## config.mk

```make
export PLATFORM = sky130hd
export DESIGN_NAME = mux_nx1_arb
export DESIGN_NICKNAME = d
export VERILOG_FILES = /design/src/rtl/mux_nx1_arb.sv
export SDC_FILE = /design/constraint.sdc
export NUM_CORES = 1
export LEC_CHECK = 0
export ABC_CLOCK_PERIOD_IN_PS = 4300
export CORE_AREA = 4 4 41 43
export CTS_CLUSTER_SIZE = 40
export DETAILED_ROUTE_END_ITERATION = 10
export DIE_AREA = 0 0 45 47
export DONT_BUFFER_PORTS = 1
export GPL_TIMING_DRIVEN = 0
export PLACE_DENSITY = 0.69
export SLEW_MARGIN = 10
export SYNTH_ARGS = -nofsm -noshare
export SYNTH_HDL_FRONTEND = slang
export SYNTH_SLANG_ARGS = --single-unit
export TNS_END_PERCENT = 20
```

## constraint.sdc

```tcl
create_clock -name clk -period 4.3 [get_ports clk]
set_input_delay 0.215 -clock clk [delete_from_list [all_inputs] [get_ports clk]]
set_output_delay 0.215 -clock clk [all_outputs]
set_load 0.01 [all_outputs]
```

## src/rtl/mux_nx1_arb.sv

```systemverilog
// mux_nx1_arb: N-to-1 fixed/round-robin arbitrated mux into a one-entry output register.
// Define MUX_NX1_ARB_PARITY_EN to add the registered even-parity output out_par.
module mux_nx1_arb #(
    parameter int WIDTH = 4,
    parameter int N = 4,
    localparam int SELW = $clog2(N)
) (
    input  logic               clk,
    input  logic               rst_n,
    input  logic [N*WIDTH-1:0] in_data,
    input  logic [N-1:0]       in_valid,
    output logic [N-1:0]       in_ready,
    input  logic               mode,
    input  logic [SELW-1:0]    sel,
    output logic [WIDTH-1:0]   out,
    output logic [SELW-1:0]    out_sel,
    output logic               out_valid,
    input  logic               out_ready
`ifdef MUX_NX1_ARB_PARITY_EN
    ,output logic              out_par
`endif
);
    logic [SELW-1:0]  ptr_q, ptr_d, out_sel_q, out_sel_d, g, idx;
    logic [WIDTH-1:0] out_q, out_d, dsel;
    logic             out_valid_q, out_valid_d, gnt, load;

    always_comb begin
        g = sel;
        idx = '0;
        gnt = 1'b0;
        if (mode) begin
            // Descending scan so the nearest valid channel after ptr wins.
            for (int k = N; k >= 1; k--) begin
                idx = SELW'((int'(ptr_q) + k) % N);
                if (in_valid[idx]) begin
                    g = idx;
                    gnt = 1'b1;
                end
            end
        end else begin
            for (int i = 0; i < N; i++)
                if (sel == SELW'(i)) gnt = in_valid[i];
        end
        dsel = '0;
        for (int i = 0; i < N; i++)
            if (g == SELW'(i)) dsel = in_data[i*WIDTH +: WIDTH];
        load = gnt && (!out_valid_q || out_ready);
        in_ready = '0;
        if (load && rst_n) in_ready[g] = 1'b1;
        out_d       = load ? dsel : out_q;
        out_sel_d   = load ? g : out_sel_q;
        out_valid_d = load || (out_valid_q && !out_ready);
        ptr_d       = (load && mode) ? g : ptr_q;
    end

    always_ff @(posedge clk or negedge rst_n) begin
        if (!rst_n) begin
            out_q       <= '0;
            out_sel_q   <= '0;
            out_valid_q <= 1'b0;
            ptr_q       <= SELW'(N - 1);
        end else begin
            out_q       <= out_d;
            out_sel_q   <= out_sel_d;
            out_valid_q <= out_valid_d;
            ptr_q       <= ptr_d;
        end
    end

    assign out       = out_q;
    assign out_sel   = out_sel_q;
    assign out_valid = out_valid_q;

`ifdef MUX_NX1_ARB_PARITY_EN
    logic out_par_q;

    always_ff @(posedge clk or negedge rst_n) begin
        if (!rst_n) out_par_q <= 1'b0;
        else        out_par_q <= ^out_d;
    end

    assign out_par = out_par_q;
`endif
endmodule

```

==> out/summary.txt <==
antenna violations before repair = 0
proportion of power drawn by the clock network = 18.9%
first-pass GRT wire length = 2500 um
Area growth, synth to finish = 7.83%
TritonCTS buffer count = 3
largest voltage drop on the vdd net = 0.218 mV
remaining antenna violation count after routing = 0
Met1 Wirelength = 578 um
total power of the final layout = 0.330 mW
min Tclk post-route = 2.33 ns
number of hold-slack violations in the final timing report = 0
Antenna Cells = 0
final worst slack = 1.97 ns
netlist area before placement = 703 um^2
Seq/Total Area, Yosys = 32.4%
count of nets after finishing = 95
count of clock tree sinks = 9
flop2flop setup slack = 1.97 ns
count of cells resized by post-cts repair = 0
DPL Wire Length = 1220 um
Max Used Layer = met3
capture point of the worst path = out[1]
pin slew with the least headroom to its limit = 0.414 ns
clk buf depth = 2
length of routed met3 wiring = 140 um
synthesized area per cell = 11.2 um^2
switching power = 0.109 mW
placeable core region = 0.00130 mm^2
total wirelength of the detailed-routed design = 1530 um
DP Cell Count = 78
sequential group share of total power = 44.7%
sum of overflow across all layers after global routing = 0
reg2reg path depth = 5
highest achievable clock rate = 429 MHz
non-filler instance count after layout = 83
FILL cells = 132
site row count = 13
routed vias/inst = 6.19
post-detailed-route DRC marker count = 0
initial core utilization = 54.0%
area used by multi-input combinational logic = 449 um^2
startpoint of the worst-slack reg-to-reg timing path = ptr_q[1]
Reg area = 228 um^2
Cell Pwr Density = 435 mW/mm^2
RSZ-0062 raised after global routing = no
clock slew seen by the registers of the worst setup and hold paths = 0.06 ns
layout cells sized above 1 = 39.7%
number of DRC violations after detailed-routing iteration 0 = 12
data required time at the worst endpoint = 4.43 ns
run status = complete, no violations
overall die height = 47 um
Clock Tree Root = sky130_fd_sc_hd__clkbuf_4
class of the worst hold path = primary input to flip-flop
Die X = 45 um
CTS tree = built
skew final = 0.00758 ns
startpoint type of the worst setup path = flip-flop
I/O Pins = 37
number of warnings printed during yosys synthesis = 0
Maximum Capacitance Violations = 0
internal power contribution = 0.220 mW
type of destination of the critical path = flip-flop
critical path launch point = ptr_q[1]
overall routing resource usage = 16.7%
Die Footprint = 0.00212 mm^2
Crit path arrival time = 2.46 ns
met2 WL = 807 um
max-slew violation count = 0
worst slack on hold paths = 0.157 ns
number of global-route vias before repair = 565
switching share of power = 33.2%
htree depth = 1
count of input and output buffers = 0
final RePlAce weighted congestion = 0.720
Synth cell types = 28
count of state elements after synthesis = 9
normalized max-slew margin = 72.3%
Period Utilization, post-route = 54.2%
Final setup viols = 0
Comb pwr share = 36.4%
largest net degree at the start of global routing = 10
iteration count of the initial detailed-routing pass = 4
clock latency of the later-clocked register in the worst-skew pair = 0.25 ns
gate count of the mapped netlist = 63
portion of synthesized cell area occupied by the leading cell type = 24.9%
end of the worst register-to-register path = out[1]
synthesized net count = 89
cell type contributing the most total cell area after synthesis = sky130_fd_sc_hd__dfrtp_1
post-CTS repair timing setup buffer count = 0
Lkg Pwr = 0.289 nW
leading post-synthesis cells by cell area = sky130_fd_sc_hd__dfrtp_1, sky130_fd_sc_hd__mux4_2, sky130_fd_sc_hd__mux2_2
biggest fanout along the worst timing path = 8
WL/cell = 18.4 um
total vias in the final route = 514
WS Path Type = flip-flop to flip-flop
setup tns final = 0 ns
dpl ws = 1.97 ns
## synthesized netlist by cell type, drive strengths merged
library cell	count
a21boi	1
a21oi	2
a221o	1
a41oi	1
and2b	2
buf	1
dfrtp	7
dfstp	2
inv	4
mux2	7
mux2i	1
mux4	5
nand2	8
nand2b	1
nand3	1
nand3b	1
nor2	6
nor3	1
o21a	1
o21ai	3
o221ai	2
o22a	1
o31ai	1
or2	1
or3b	1
or4	1
## power groups by stage
stage | registers [mW] | logic (mW) | clock network, mW
final | 0.147 | 0.120 | 0.0622
after global routing | 0.151 | 0.133 | 0.0693
after CTS | 0.148 | 0.122 | 0.0653
after detailed placement | 0.150 | 0.120 | 0
after global placement | 0.149 | 0.116 | 0
after floorplan | 0.143 | 0.104 | 0
## how the worst min path moves through the flow
| stage | start | endpoint | slack, ns | cells past startpoint |
|---|---|---|---|---|
| floorplan | rst_n | out[0] | -0.08 | 0 |
| global placement | rst_n | out[1] | -0.08 | 0 |
| detailed placement | rst_n | out[2] | -0.08 | 0 |
| CTS | mode | out_valid | 0.15 | 2 |
| global route | mode | out_valid | 0.17 | 2 |
| finish | mode | out_valid | 0.16 | 2 |
## through the flow
stage | util, % | instance area [um^2]
2_1_floorplan | - | 703
6_report | 58.3 | 758
4_1_cts | 58.3 | 758
5_1_grt | 58.3 | 758
3_5_place_dp | 55.5 | 722
3_3_place_gp | 55.5 | 722
## cell usage in the layout (no fill, tap or decap), types with 2 or more instances in the layout
master and count:
sky130_fd_sc_hd__nand2_1 8, sky130_fd_sc_hd__mux2_2 7, sky130_fd_sc_hd__dfrtp_1 7, sky130_fd_sc_hd__nor2_1 6, sky130_fd_sc_hd__mux4_2 5, sky130_fd_sc_hd__inv_1 4
sky130_fd_sc_hd__clkbuf_4 3, sky130_fd_sc_hd__and2b_2 2, sky130_fd_sc_hd__a21oi_2 2, sky130_fd_sc_hd__o21ai_0 2, sky130_fd_sc_hd__dfstp_2 2
## state kept, by name, indices dropped and copies added (netlist names)
name / flops
out_sel: 2
out_valid: 1
ptr_q: 2
out: 4
## routing by layer
layer  vias up  track usage (%)
met3         0             7.28
met1       244             18.7
met4         0             3.51
met5         -                0
met2        22             29.4
li1        248                -
## logic make-up after synthesis
logic type	after synthesis	share of synthesized area (%)
and+or+nand+nor	23	16.5
AOI/OAI and AO/OA	13	18.7
muxes	13	28.6
DFF	9	32.4
buffers and inverters	5	3.74
## repair_timing
item	in CTS	in global routing
hold endpoints to repair	9	0
setup endpoints to repair	0	0
hold buffers	1	0
## critical path, cell delays in order (launching register included)
cell	delay, ns
sky130_fd_sc_hd__dfstp_2	0.60
sky130_fd_sc_hd__nand2_1	0.07
sky130_fd_sc_hd__a221o_2	0.36
sky130_fd_sc_hd__o221ai_4	0.33
sky130_fd_sc_hd__mux4_2	0.54
sky130_fd_sc_hd__mux2_2	0.29
## area by class of cell
class                   count  share of cell area (%)
plain buffers               1                    1.49
clock buffers               4                    3.47
inverters                   4                    1.98
multi-input cells          49                    59.2
flip-flops and latches      9                    30.0
well taps                  15                    2.48
repair buffers              1                    1.32
(Power assumes the default switching activity.)
